--- config.mk ---
export PLATFORM = sky130hd
export DESIGN_NAME = param_acc_datapath
export DESIGN_NICKNAME = d
export VERILOG_FILES = /design/src/rtl/param_acc_datapath.sv
export SDC_FILE = /design/constraint.sdc
export NUM_CORES = 1
export LEC_CHECK = 0
export ABC_CLOCK_PERIOD_IN_PS = 3090
export CORE_AREA = 2 2 114 116
export CTS_CLUSTER_SIZE = 24
export DETAILED_ROUTE_END_ITERATION = 7
export DIE_AREA = 0 0 116 118
export HOLD_SLACK_MARGIN = 0.12
export PLACE_DENSITY = 0.68
export SLEW_MARGIN = 30
export SYNTH_ARGS = -nofsm -noshare
export SYNTH_HDL_FRONTEND = slang
export SYNTH_SLANG_ARGS = --single-unit
--- constraint.sdc ---
create_clock -name clk -period 3.09 [get_ports clk]
set_input_delay 0.4635 -clock clk [delete_from_list [all_inputs] [get_ports clk]]
set_output_delay 0.4635 -clock clk [all_outputs]
set_load 0.02 [all_outputs]
--- src/rtl/param_acc_datapath.sv ---
// Parametrised multicycle accumulator datapath.
// Holds PC, IR, DR, RESULT, an accumulator bank and C/Z/N flags. Every
// enable and select comes from the external control unit each cycle; the
// memory interface (address, read/write strobes, write data) is purely
// combinational from the current registers and selects.
module param_acc_datapath #(
  parameter int DATA_W  = 8,
  parameter int ADDR_W  = 13,
  parameter int OPC_W   = 3,
  parameter int NUM_ACC = 4,
  localparam int AW     = (NUM_ACC > 1) ? $clog2(NUM_ACC) : 1
) (
  input  logic              clk,
  input  logic              reset,
  input  logic              pc_en,
  input  logic              sel_pc,
  input  logic [1:0]        sel_address,
  input  logic              mr,
  input  logic              mw,
  input  logic              ir_hi_en,
  input  logic              ir_lo_en,
  input  logic              dr_en,
  input  logic [AW-1:0]     acc_sel,
  input  logic              acc_we,
  input  logic [1:0]        sel_data,
  input  logic              sel_alu_src,
  input  logic [2:0]        alu_op,
  input  logic              result_en,
  input  logic              c_en,
  input  logic              z_en,
  input  logic              n_en,
  input  logic [DATA_W-1:0] mem_rdata,
  output logic [ADDR_W-1:0] mem_addr,
  output logic              mem_rd,
  output logic              mem_wr,
  output logic [DATA_W-1:0] mem_wdata,
  output logic [OPC_W-1:0]  opcode,
  output logic              flag_c,
  output logic              flag_z,
  output logic              flag_n,
  output logic [ADDR_W-1:0] pc
);

  localparam int IR_W = 2 * DATA_W;

  logic [DATA_W-1:0] ir_hi;
  logic [DATA_W-1:0] ir_lo;
  logic [DATA_W-1:0] dr;
  logic [DATA_W-1:0] result;
  logic [DATA_W-1:0] acc [NUM_ACC];

  logic [IR_W-1:0]   ir;
  logic [ADDR_W-1:0] ir_addr;
  logic [ADDR_W-1:0] ind_addr;
  logic [DATA_W-1:0] acc_a;
  logic [DATA_W-1:0] alu_b;
  logic [DATA_W-1:0] alu_out;
  logic              alu_c;
  logic              alu_z;
  logic              alu_n;
  logic [DATA_W-1:0] wr_data;

  // ALU: returns {carry, result}. SUB is A + ~B + 1, so carry=1 means no borrow.
  function automatic logic [DATA_W:0] alu_calc(input logic [2:0]        op,
                                               input logic [DATA_W-1:0] a,
                                               input logic [DATA_W-1:0] b);
    logic [DATA_W:0] r;
    case (op)
      3'b000:  r = {1'b0, a} + {1'b0, b};
      3'b001:  r = {1'b0, a} + {1'b0, ~b} + {{DATA_W{1'b0}}, 1'b1};
      3'b010:  r = {1'b0, a & b};
      3'b011:  r = {1'b0, a | b};
      3'b100:  r = {1'b0, ~a};
      3'b101:  r = {1'b0, b};
      3'b110:  r = {a[DATA_W-1], a << 1};
      default: r = {a[0], a >> 1};
    endcase
    return r;
  endfunction

  assign ir      = {ir_hi, ir_lo};
  assign ir_addr = ir[ADDR_W-1:0];
  assign opcode  = ir[IR_W-1 -: OPC_W];

  // Accumulator read port shared by ALU operand A, write data and indirect address.
  always_comb begin
    acc_a = '0;
    for (int i = 0; i < NUM_ACC; i++) begin
      if (acc_sel == AW'(i)) acc_a = acc[i];
    end
  end

  // Indirect address: accumulator zero-extended or truncated to the address width.
  always_comb begin
    ind_addr = '0;
    for (int i = 0; i < ADDR_W && i < DATA_W; i++) begin
      ind_addr[i] = acc_a[i];
    end
  end

  // ALU operand select and flag derivation.
  always_comb begin
    alu_b                   = sel_alu_src ? ir_lo : dr;
    {alu_c, alu_out}        = alu_calc(alu_op, acc_a, alu_b);
    alu_z                   = (alu_out == '0);
    alu_n                   = alu_out[DATA_W-1];
  end

  // Accumulator write source select.
  always_comb begin
    case (sel_data)
      2'd0:    wr_data = result;
      2'd1:    wr_data = dr;
      2'd2:    wr_data = '0;
      default: wr_data = ir_lo;
    endcase
  end

  // Memory address source select; zero latency from select to address.
  always_comb begin
    case (sel_address)
      2'd1:    mem_addr = ir_addr;
      2'd2:    mem_addr = ind_addr;
      default: mem_addr = pc;
    endcase
  end

  assign mem_rd    = mr & reset;
  assign mem_wr    = mw & reset;
  assign mem_wdata = acc_a;

  // PC, IR, DR and RESULT registers; reset overrides every enable.
  always_ff @(posedge clk) begin
    if (!reset) begin
      pc     <= '0;
      ir_hi  <= '0;
      ir_lo  <= '0;
      dr     <= '0;
      result <= '0;
    end else begin
      if (pc_en)     pc     <= sel_pc ? ir_addr : pc + ADDR_W'(1);
      if (ir_hi_en)  ir_hi  <= mem_rdata;
      if (ir_lo_en)  ir_lo  <= mem_rdata;
      if (dr_en)     dr     <= mem_rdata;
      if (result_en) result <= alu_out;
    end
  end

  // Flags load individually from the ALU, independent of result_en.
  always_ff @(posedge clk) begin
    if (!reset) begin
      flag_c <= 1'b0;
      flag_z <= 1'b0;
      flag_n <= 1'b0;
    end else begin
      if (c_en) flag_c <= alu_c;
      if (z_en) flag_z <= alu_z;
      if (n_en) flag_n <= alu_n;
    end
  end

  // Accumulator bank: only the selected entry is written.
  always_ff @(posedge clk) begin
    if (!reset) begin
      for (int i = 0; i < NUM_ACC; i++) acc[i] <= '0;
    end else if (acc_we) begin
      for (int i = 0; i < NUM_ACC; i++) begin
        if (acc_sel == AW'(i)) acc[i] <= wr_data;
      end
    end
  end

endmodule
==> metrics.yaml, run 1 <==
clock_tree:
  numCtsBuffers: 9
  cts_tree: "done"
  clock-sinks: 80
  root_buffer: "clkbuf_16"
  clk_pin_slew_ns: 0.06
  clk_latency_ns: 0.34
  ctsLongestPathBuffers: 2
  htreeDepth: 3
grt:
  grt_pass1_vias: 5102
  grt_max_degree: 58
  grt_pass1_wl_um: 27400
  grtUsageTotal_pct: 25.9
  grt_antenna_before_repair: 0
  globalRoute.totalOverflow: 0
power:
  total_power_mw: 3.16
  power_density_mw_per_mm2: 429
  pwr-share-clk_pct: 31.8
  p_sw_share_pct: 31.6
  p_int_mw: 2.17
  p_sw_mw: 0.999
  p_seq_share_pct: 38.1
  irDropWorstVdd_uv: 319
  power.share.combinational_pct: 30.1
  p_leak_nw: 3.03
job:
  maxCapViolCount: 0
setup_path:
  crit_start: "acc_sel[1]"
  critical_path.max_stage_delay_ns: 0.56
  ff2ff_setup_slack_ns: 0.23
  cp_common_cell: "buf_4"
  path_delay_family: "buffers and inverters"
  timing.rr.end: "flag_z"
  reg2reg_from: "acc[3][0]"
  crit_arrival_ns: 3.32
  rr_worst_depth: 12
  cp.required_ns: 3.37
  crit_path_max_fanout: 7
  cp_num_buf_inv: 5
  cp_slowest_cell: "mux4_2"
  crit_type: "in -> reg"
  cp-start-kind: "input port"
  cp-end-kind: "register"
  cp_cell_sequence: "clkdlybuf4s50_1 > buf_6 > mux4_2 > buf_4 > ha_1 > buf_4 > buf_4 > mux2i_1 > nor3_1 > o32a_1 > nor3_1 > a31o_1"
status:
  status: "complete, no violations"
logic_synthesis:
  yosysTopAreaCellShare_pct: 17.6
  ys_seq_elements: 80
  synthCells: 623
  ys_warn_count: 0
  synth-seq-area-share_pct: 35.2
  synth_area_leaders: "dfxtp_1, edfxtp_1, mux2i_1, ha_1, nor2b_1"
  avgSynthCellArea_um2: 8.77
  synth_edf_count: 32
  synth.net_count: 685
  netlist_area_mm2: 0.00547
  synthArstFlopShare_pct: 0
  synth.distinct_cells: 63
  yosysTopAreaCell: "dfxtp_1"
  synth-main-ff-cell: "dfxtp_1"
timing:
  fin_ws_ns: 0.0487
  rsz0062_at_grt: "true"
  setup_viol: 0
  hold_viol: 0
  clock.fmax_ghz: 0.329
  finalClockSkew_ns: 0.00898
  timing.hold.ws_ns: 0.492
  timing.slew.headroom_pct: 44.4
  setup-tns-final_ns: 0
  drv_slew: 0
  min_period_ns: 3.04
  tightest_slew_ns: 0.832
  period_share_pct: 98.4
final_layout:
  fin_area_mm2: 0.00738
  multiInputGateArea_mm2: 0.00338
  nNetsFinal: 820
  num-fill-cells: 1151
  antenna_cells: 0
  drive_gt1_share_pct: 21.2
  area.sequential_mm2: 0.00192
  area_growth_syn_to_layout_pct: 35.0
routing:
  firstDrtPassIters: 6
  ant_nets: 0
  viasPerCell: 5.59
  initialDrtViolationCount: 460
  route.vias.total: 5229
  drc: 0
  routed_wl_um: 17400
  wl_per_cell_um: 18.6
floorplan:
  io_pins: 74
  rows: 41
  dieArea_mm2: 0.0137
  die_h_um: 118
  core_area_mm2: 0.0124
  die_w_um: 116
  start_util_pct: 44.0
hold_path:
  hold_start: "result[1]"
  hold_depth: 1
  hp-class: "reg -> reg"
  min_to: "result[1]"
placement:
  pre_cts_ws_ns: -0.536
  place_area_mm2: 0.00693
  portBuffers: 73
  place_congestion: 0.976
  dp_hpwl_um: 13100
==> stage by stage <==
| step | instances | util (%) |
|---|---|---|
| after floorplan | 623 | - |
| after global placement | 913 | 55.8 |
| after detailed placement | 913 | 55.8 |
| after CTS | 933 | 58.6 |
| after global routing | 935 | 59.4 |
| final | 935 | 59.4 |
==> power groups by stage <==
stage               clock network, mW  logic [mW]  registers (mW)
floorplan                           0       0.492            1.22
global placement                    0       0.884            1.22
detailed placement                  0       0.892            1.23
CTS                              1.02       0.915            1.20
global route                     1.07        1.03            1.21
finish                           1.01       0.953            1.20
==> synthesized netlist by cell type, drive strengths merged (2+ instances only) <==
cell     n
o211a    2
a22oi   14
or3      2
o22ai    4
nand2b   5
o32a     2
nor4     3
a31oi    4
a211oi   4
and3     5
a211o    2
a221oi   6
nand2   48
inv     30
nor2    68
o21ai   39
dfxtp   48
or3b     2
a22o     4
and2     4
o31ai    3
mux2i   48
a21oi   39
o21a     3
o211ai   3
a21o     2
xnor2    4
a21bo    2
nand3   22
clkbuf  30
a41oi    2
ha      28
nor3     8
nor2b   44
mux2     9
buf     15
o21bai   5
mux4     8
nand4    3
edfxtp  32
a31o     2
fa       2
==> layout by cell type (no fill, tap or decap), drive strengths merged, types with 5 or more instances in the layout <==
master / count
nand3: 22
ha: 28
nand2: 48
o21ai: 39
clkdlybuf4s50: 66
mux2: 9
and3: 5
nand2b: 5
nor2b: 44
a21oi: 39
edfxtp: 32
buf: 96
mux2i: 48
inv: 34
a221oi: 6
nor3: 8
mux4: 8
nor2: 68
o21bai: 5
dfxtp: 48
clkbuf: 9
a22oi: 14
==> sequential cells by signal (all words and copies together), names as in the netlist <==
register  count
flag_n        1
flag_z        1
pc           13
flag_c        1
ir_lo         8
acc          32
result        8
ir_hi         8
dr            8
==> per-layer routing <==
layer  up-vias  wire [um]  global-route usage (%)
met1      2521       7590                    34.0
met4         0        545                    9.90
met2       170       8410                    42.5
met3        41        863                    4.02
met5         -          0                       0
li1       2497          -                       -
==> worst max-delay path by stage <==
| stage | to | slack (ns) | cells past startpoint |
|---|---|---|---|
| global route | flag_z | -0.10 | 12 |
| global placement | flag_z | -0.59 | 13 |
| finish | flag_z | 0.05 | 12 |
| detailed placement | flag_z | -0.54 | 13 |
| CTS | mem_addr[2] | 0.03 | 8 |
| floorplan | flag_z | 0.03 | 11 |
==> cell type report <==
| class | count | share of cell area, % |
|---|---|---|
| Multi-Input combinational cell | 468 | 45.8 |
| Sequential cell | 80 | 26.0 |
| Timing Repair Buffer | 169 | 20.0 |
| Clock buffer | 9 | 3.05 |
| Tap cell | 172 | 2.92 |
| Inverter | 30 | 1.53 |
| Clock inverter | 7 | 0.712 |
==> kinds of logic (layout without fill, tap and decap cells) <==
group,after synthesis,after routing,synth area share (%)
AND/OR/NAND/NOR,219,219,19.5
AO/OA/AOI/OAI,149,149,17.7
flip-flops,80,80,35.2
buffers and inverters,75,215,5.68
multiplexers,65,65,14.0
adder cells (fa/ha/maj),30,30,7.14
XOR/XNOR,5,5,0.801
==> timing repair <==
item | CTS | global route
gates resized for setup | 11 | 22
pin swaps | 4 | 10
buffers inserted | 4 | 2
hold buffers | 0 | 0
setup endpoints to repair | 16 | 10
Note: power is estimated with default switching activity, not from simulation.
==> run 2, diff against run 1 <==
--- a/config.mk
+++ b/config.mk
@@ -6,12 +6,12 @@
 export NUM_CORES = 1
 export LEC_CHECK = 0
 export ABC_CLOCK_PERIOD_IN_PS = 3090
-export CORE_AREA = 2 2 114 116
+export CORE_AREA = 2 2 138 140
 export CTS_CLUSTER_SIZE = 24
 export DETAILED_ROUTE_END_ITERATION = 7
-export DIE_AREA = 0 0 116 118
+export DIE_AREA = 0 0 140 142
 export HOLD_SLACK_MARGIN = 0.12
-export PLACE_DENSITY = 0.68
+export PLACE_DENSITY = 0.49
 export SLEW_MARGIN = 30
 export SYNTH_ARGS = -nofsm -noshare
 export SYNTH_HDL_FRONTEND = slang
==> constraint.sdc (replaced) <==
create_clock -name clk -period 3.09 [get_ports clk]
set_input_delay 0.4635 -clock clk [delete_from_list [all_inputs] [get_ports clk]]
set_output_delay 0.4635 -clock clk [all_outputs]
set_load 0.01 [all_outputs]
==> metrics.yaml, run 2 (synthesis results as in run 1) <==
status:
  status: "finished, violations left"  # was complete, no violations
  violations: "DRC"
timing:
  drv_slew: 0  # unchanged
  fin_ws_ns: 0.127  # was 0.0487 ns
  tightest_slew_ns: 0.785  # was 0.832 ns
  timing.hold.ws_ns: 0.498  # was 0.492 ns
  setup_viol: 0  # unchanged
  timing.slew.headroom_pct: 47.5  # was 44.4%
  min_period_ns: 2.96  # was 3.04 ns
  hold_viol: 0  # unchanged
  finalClockSkew_ns: 0.00664  # was 0.00898 ns
  period_share_pct: 95.9  # was 98.4%
  clock.fmax_ghz: 0.337  # was 0.329 GHz
floorplan:
  rows: 50  # was 41
  core_area_mm2: 0.0185  # was 0.0124 mm2
  dieArea_mm2: 0.0199  # was 0.0137 mm2
  start_util_pct: 29.6  # was 44.0%
  die_w_um: 140  # was 116 um
  io_pins: 74  # unchanged
  die_h_um: 142  # was 118 um
setup_path:
  crit_arrival_ns: 3.19  # was 3.32 ns
  crit_path_max_fanout: 6  # was 7
  crit_type: "reg -> reg"  # was in -> reg
  cp.required_ns: 3.32  # was 3.37 ns
  cp-end-kind: "register"  # unchanged
  cp-start-kind: "register"  # was input port
clock_tree:
  cts_hold_buf: 0  # unchanged
  htreeDepth: 3  # unchanged
  clk_latency_ns: 0.34  # about the same
  cts_tree: "done"  # unchanged
  clock-sinks: 80  # unchanged
  numCtsBuffers: 9  # unchanged
  ctsLongestPathBuffers: 2  # unchanged
  root_buffer: "clkbuf_16"  # unchanged
  clk_pin_slew_ns: 0.06  # about the same
routing:
  route.vias.total: 5061  # was 5229
  firstDrtPassIters: 7  # was 6
  wl_per_cell_um: 18.3  # was 18.6 um
  drc: 1  # was 0
  routed_wl_um: 18200  # was 17400 um
  viasPerCell: 5.08  # was 5.59
  initialDrtViolationCount: 368  # was 460
  ant_nets: 0  # unchanged
power:
  irDropWorstVdd_uv: 210  # was 319 uV
  power_density_mw_per_mm2: 431  # was 429 mW/mm2
  p_leak_nw: 2.98  # was 3.03 nW
final_layout:
  area_growth_syn_to_layout_pct: 35.3  # was 35.0%
  mostFrequentLayoutCell: "buf_4"  # unchanged
  largest_register: "acc"  # unchanged
  num-fill-cells: 1848  # was 1151
  layout_common_cells: "buf_4, clkdlybuf4s50_1, nor2_1"  # was buf_4, nor2_1, clkdlybuf4s50_1
  stdcell_count: 996  # was 935
  top_regs: "acc: 32 flops, pc: 13 flops"  # unchanged
  largest_register_ffs: 32  # unchanged
  drive_gt1_share_pct: 19.0  # was 21.2%
  antenna_cells: 0  # unchanged
  nNetsFinal: 820  # unchanged
  fin_area_mm2: 0.00740  # was 0.00738 mm2
grt:
  grt_max_degree: 38  # was 58
  globalRoute.totalOverflow: 0  # unchanged
  grt_antenna_before_repair: 0  # unchanged
  grt_pass1_vias: 4927  # was 5102
  grtUsageTotal_pct: 18.2  # was 25.9%
  grt_pass1_wl_um: 27800  # was 27400 um
placement:
  place_congestion: 0.885  # was 0.976
  dp_hpwl_um: 14100  # was 13100 um
  pre_cts_ws_ns: -0.720  # was -0.536 ns
  placed_cells: 978  # was 913
  place_area_mm2: 0.00704  # was 0.00693 mm2
  portBuffers: 73  # unchanged
job:
  maxCapViolCount: 0  # unchanged
hold_path:
  hp-class: "reg -> reg"  # unchanged
-- run 2: final timing paths --
kind,start,end,slack (ns),cells past startpoint
setup / recovery,acc[3][1],flag_z,0.13,12
hold reg to reg,result[1],result[1],0.50,1
setup reg to reg,acc[3][1],flag_z,0.13,12
hold / removal,result[1],result[1],0.50,1
-- run 2: where the power goes --
part | switching [mW] | total [mW] | internal [mW]
combinational | 0.461 | 0.904 | 0.443
clock | 0.416 | 1.09 | 0.670
sequential | 0.0433 | 1.20 | 1.16
total | 0.920 | 3.19 | 2.27
-- run 2: worst max-delay path: stages, from the launching register on --
cell and delay, ns:
edfxtp_1 0.37, mux4_2 0.56, buf_12 0.17, inv_1 0.05, ha_1 0.24, o21bai_1 0.28, a21oi_1 0.13, xnor2_1 0.13
o32a_1 0.17, a31oi_1 0.29, nor4_1 0.12, buf_4 0.15, a31o_1 0.19
-- run 2: cell type report --
| type | count | area (um2) | share of cell area [%] |
|---|---|---|---|
| Sequential cell | 80 | 1920 | 26.0 |
| Timing Repair Buffer | 169 | 1480 | 20.0 |
| Multi-Input combinational cell | 468 | 3290 | 44.4 |
| Inverter | 30 | 113 | 1.52 |
| Clock inverter | 3 | 42.5 | 0.575 |
| Clock buffer | 12 | 258 | 3.48 |
| Tap cell | 234 | 293 | 3.96 |
-- run 2: what timing repair did --
action	CTS	global route
setup buffers	1	2
endpoints found under the setup margin	18	4
pin swaps	0	2
resized for setup	6	14
-- run 2: stage by stage --
step / util, % / setup TNS [ns] / power [mW]
after floorplan: - / 0 / 1.68
after global placement: 38.2 / -6.10 / 2.10
after detailed placement: 38.2 / -6.41 / 2.11
after CTS: 39.8 / 0 / 3.20
after global routing: 40.1 / -0.00234 / 3.35
final: 40.1 / 0 / 3.19
-- run 2: per-layer routing --
metal  GRT usage, %  routed length (um)  part of all wire (%)  vias to the layer above
met3           2.19                 503                   2.8                       19
met2           32.1                8990                    49                      113
met1           23.7                8440                    46                     2431
met5              0                   0                     0                        -
met4           4.84                 246                   1.4                        0
li1               -                   -                     -                     2498
==> run 3, diff against run 2 <==
==> constraint.sdc (replaced) <==
create_clock -name clk -period 3.09 [get_ports clk]
set_input_delay 0.618 -clock clk [delete_from_list [all_inputs] [get_ports clk]]
set_output_delay 0.618 -clock clk [all_outputs]
set_load 0.01 [all_outputs]
==> metrics.yaml, run 3 (synthesis results as in run 1) <==
floorplan:
  core_area_mm2: 0.0185  # unchanged
  die_w_um: 140  # unchanged
  io_pins: 74  # unchanged
  dieArea_mm2: 0.0199  # unchanged
  rows: 50  # unchanged
  start_util_pct: 29.6  # unchanged
  die_h_um: 142  # unchanged
clock_tree:
  clock-sinks: 80  # unchanged
  ctsLongestPathBuffers: 2  # unchanged
  numCtsBuffers: 9  # unchanged
  htreeDepth: 3  # unchanged
  cts_tree: "done"  # unchanged
  clk_latency_ns: 0.34  # about the same
  root_buffer: "clkbuf_16"  # unchanged
  clk_pin_slew_ns: 0.06  # about the same
power:
  p_sw_share_pct: 30.5  # was 28.9%
  p_seq_share_pct: 38.0  # was 37.6%
  total_power_mw: 3.16  # was 3.19 mW
  pwr-share-clk_pct: 31.0  # was 34.0%
  irDropWorstVdd_uv: 227  # was 210 uV
  p_int_mw: 2.20  # was 2.27 mW
  p_leak_nw: 3.11  # was 2.98 nW
  power.share.combinational_pct: 31.0  # was 28.3%
  power_density_mw_per_mm2: 412  # was 431 mW/mm2
  p_sw_mw: 0.966  # was 0.920 mW
routing:
  firstDrtPassIters: 7  # unchanged
  wl_per_cell_um: 18.5  # was 18.3 um
  viasPerCell: 5.22  # was 5.08
  initialDrtViolationCount: 388  # was 368
  drc: 2  # was 1
  ant_nets: 0  # unchanged
  routed_wl_um: 18600  # was 18200 um
  route.vias.total: 5255  # was 5061
timing:
  tightest_slew_ns: 0.832  # was 0.785 ns
  setup-tns-final_ns: 0  # unchanged
  drv_slew: 0  # unchanged
  hold_viol: 0  # unchanged
  min_period_ns: 3.03  # was 2.96 ns
  clock.fmax_ghz: 0.330  # was 0.337 GHz
  setup_viol: 0  # unchanged
  finalClockSkew_ns: 0.00557  # was 0.00664 ns
  period_share_pct: 98.0  # was 95.9%
  timing.slew.headroom_pct: 44.4  # was 47.5%
final_layout:
  layout_common_cells: "buf_4, nor2_1, clkdlybuf4s50_1"  # was buf_4, clkdlybuf4s50_1, nor2_1
  drive_gt1_share_pct: 24.1  # was 19.0%
  largest_register_ffs: 32  # unchanged
  area_growth_syn_to_layout_pct: 40.2  # was 35.3%
  mostFrequentLayoutCell: "buf_4"  # unchanged
  largest_register: "acc"  # unchanged
  nNetsFinal: 828  # was 820
  top_regs: "acc: 32 flops, pc: 13 flops"  # unchanged
setup_path:
  reg2reg_from: "acc[2][0]"  # was acc[3][1]
  rr_worst_depth: 13  # was 12
  crit_start: "sel_address[0]"  # was acc[3][1]
  cp.required_ns: 2.47  # was 3.32 ns
  critPathCapture: "mem_addr[9]"  # was flag_z
  crit_arrival_ns: 2.41  # was 3.19 ns
  timing.rr.end: "flag_z"  # unchanged
  crit_path_max_fanout: 26  # was 6
  cp-end-kind: "primary output"  # was register
  crit_type: "in -> out"  # was reg -> reg
  cp-start-kind: "input port"  # was register
  ff2ff_setup_slack_ns: 0.20  # was 0.13 ns
job:
  maxCapViolCount: 0  # unchanged
placement:
  place_congestion: 0.884  # was 0.885
  dp_hpwl_um: 14000  # was 14100 um
  portBuffers: 73  # unchanged
grt:
  grt_pass1_wl_um: 28400  # was 27800 um
  globalRoute.totalOverflow: 0  # unchanged
  grt_pass1_vias: 5154  # was 4927
  grtUsageTotal_pct: 18.5  # was 18.2%
  grt_max_degree: 58  # was 38
  grt_antenna_before_repair: 1  # was 0
hold_path:
  hold_start: "result[1]"  # unchanged
  hp-class: "reg -> reg"  # unchanged
status:
  violations: "DRC"  # unchanged
  status: "finished, violations left"  # unchanged
## run 3: cell types whose count changed in the layout (fill, tap and decap cells not counted), moves of 3 or more
cell             previous run  this run
a21oi_1                    37        33
a21oi_2                     2         5
buf_6                       1         7
clkdlybuf4s50_1            70        59
dlygate4sd2_1               0         8
dlymetal6s2s_1              0         3
ha_1                       26        20
ha_4                        1         6
inv_1                      29        26
## run 3: how the worst min path moves through the flow
| stage | to | slack (ns) | cells past startpoint |
|---|---|---|---|
| 6_report | result[1] | 0.51 | 1 |
| 5_1_grt | result[1] | 0.52 | 1 |
| 4_1_cts | result[1] | 0.50 | 1 |
| 3_5_place_dp | result[1] | 0.48 | 1 |
| 3_3_place_gp | result[1] | 0.48 | 1 |
| 2_1_floorplan | result[1] | 0.45 | 1 |
## run 3: metrics by stage
stage	util [%]	hold slack, ns	cell area (um2)	setup slack [ns]	cells
detailed placement	38.3	0.481	7060	-0.677	976
CTS	41.1	0.504	7580	0.0115	1005
floorplan	-	0.453	5530	-0.0317	623
finish	41.5	0.505	7660	0.0614	1006
global placement	38.3	0.478	7060	-0.697	976
global route	41.5	0.520	7660	-0.0218	1006
## run 3: final cells by class
| class | instances | area [um2] |
|---|---|---|
| diodes | 1 | 2.50 |
| fillers | 1815 | 10800 |
| inverters | 30 | 115 |
| clock buffers | 12 | 239 |
| repair buffers | 177 | 1580 |
| multi-input cells | 468 | 3490 |
| clock inverters | 4 | 30.0 |
| well taps | 234 | 293 |
| flip-flops and latches | 80 | 1920 |
## run 3: worst max-delay path: stages
cell and delay [ns]:
clkdlybuf4s50_1 0.49, inv_1 0.05, ha_1 0.32, buf_12 0.17, o21ai_0 0.19, clkdlybuf4s50_1 0.57
## run 3: power groups by stage
stage / sequential [mW] / clock [mW] / combinational, mW
floorplan: 1.21 / 0 / 0.480
CTS: 1.20 / 1.00 / 0.951
global placement: 1.22 / 0 / 0.884
global route: 1.21 / 1.05 / 1.06
detailed placement: 1.22 / 0 / 0.886
finish: 1.20 / 0.979 / 0.981
## run 3: routing by layer
metal  vias to the layer above  track usage [%]  share of wire, %
li1                       2519                -                 -
met1                      2523             23.6                45
met2                       179             31.2                48
met3                        34             2.69               4.0
met4                         0             8.29               3.3
met5                         -                0                 0
## run 3: timing repair
item | in CTS | in global routing
buffers inserted | 13 | 0
setup endpoints to repair | 25 | 7
hold buffers | 0 | 0
pin swaps | 10 | 6
gates cloned | 0 | 0
gates resized for setup | 50 | 22
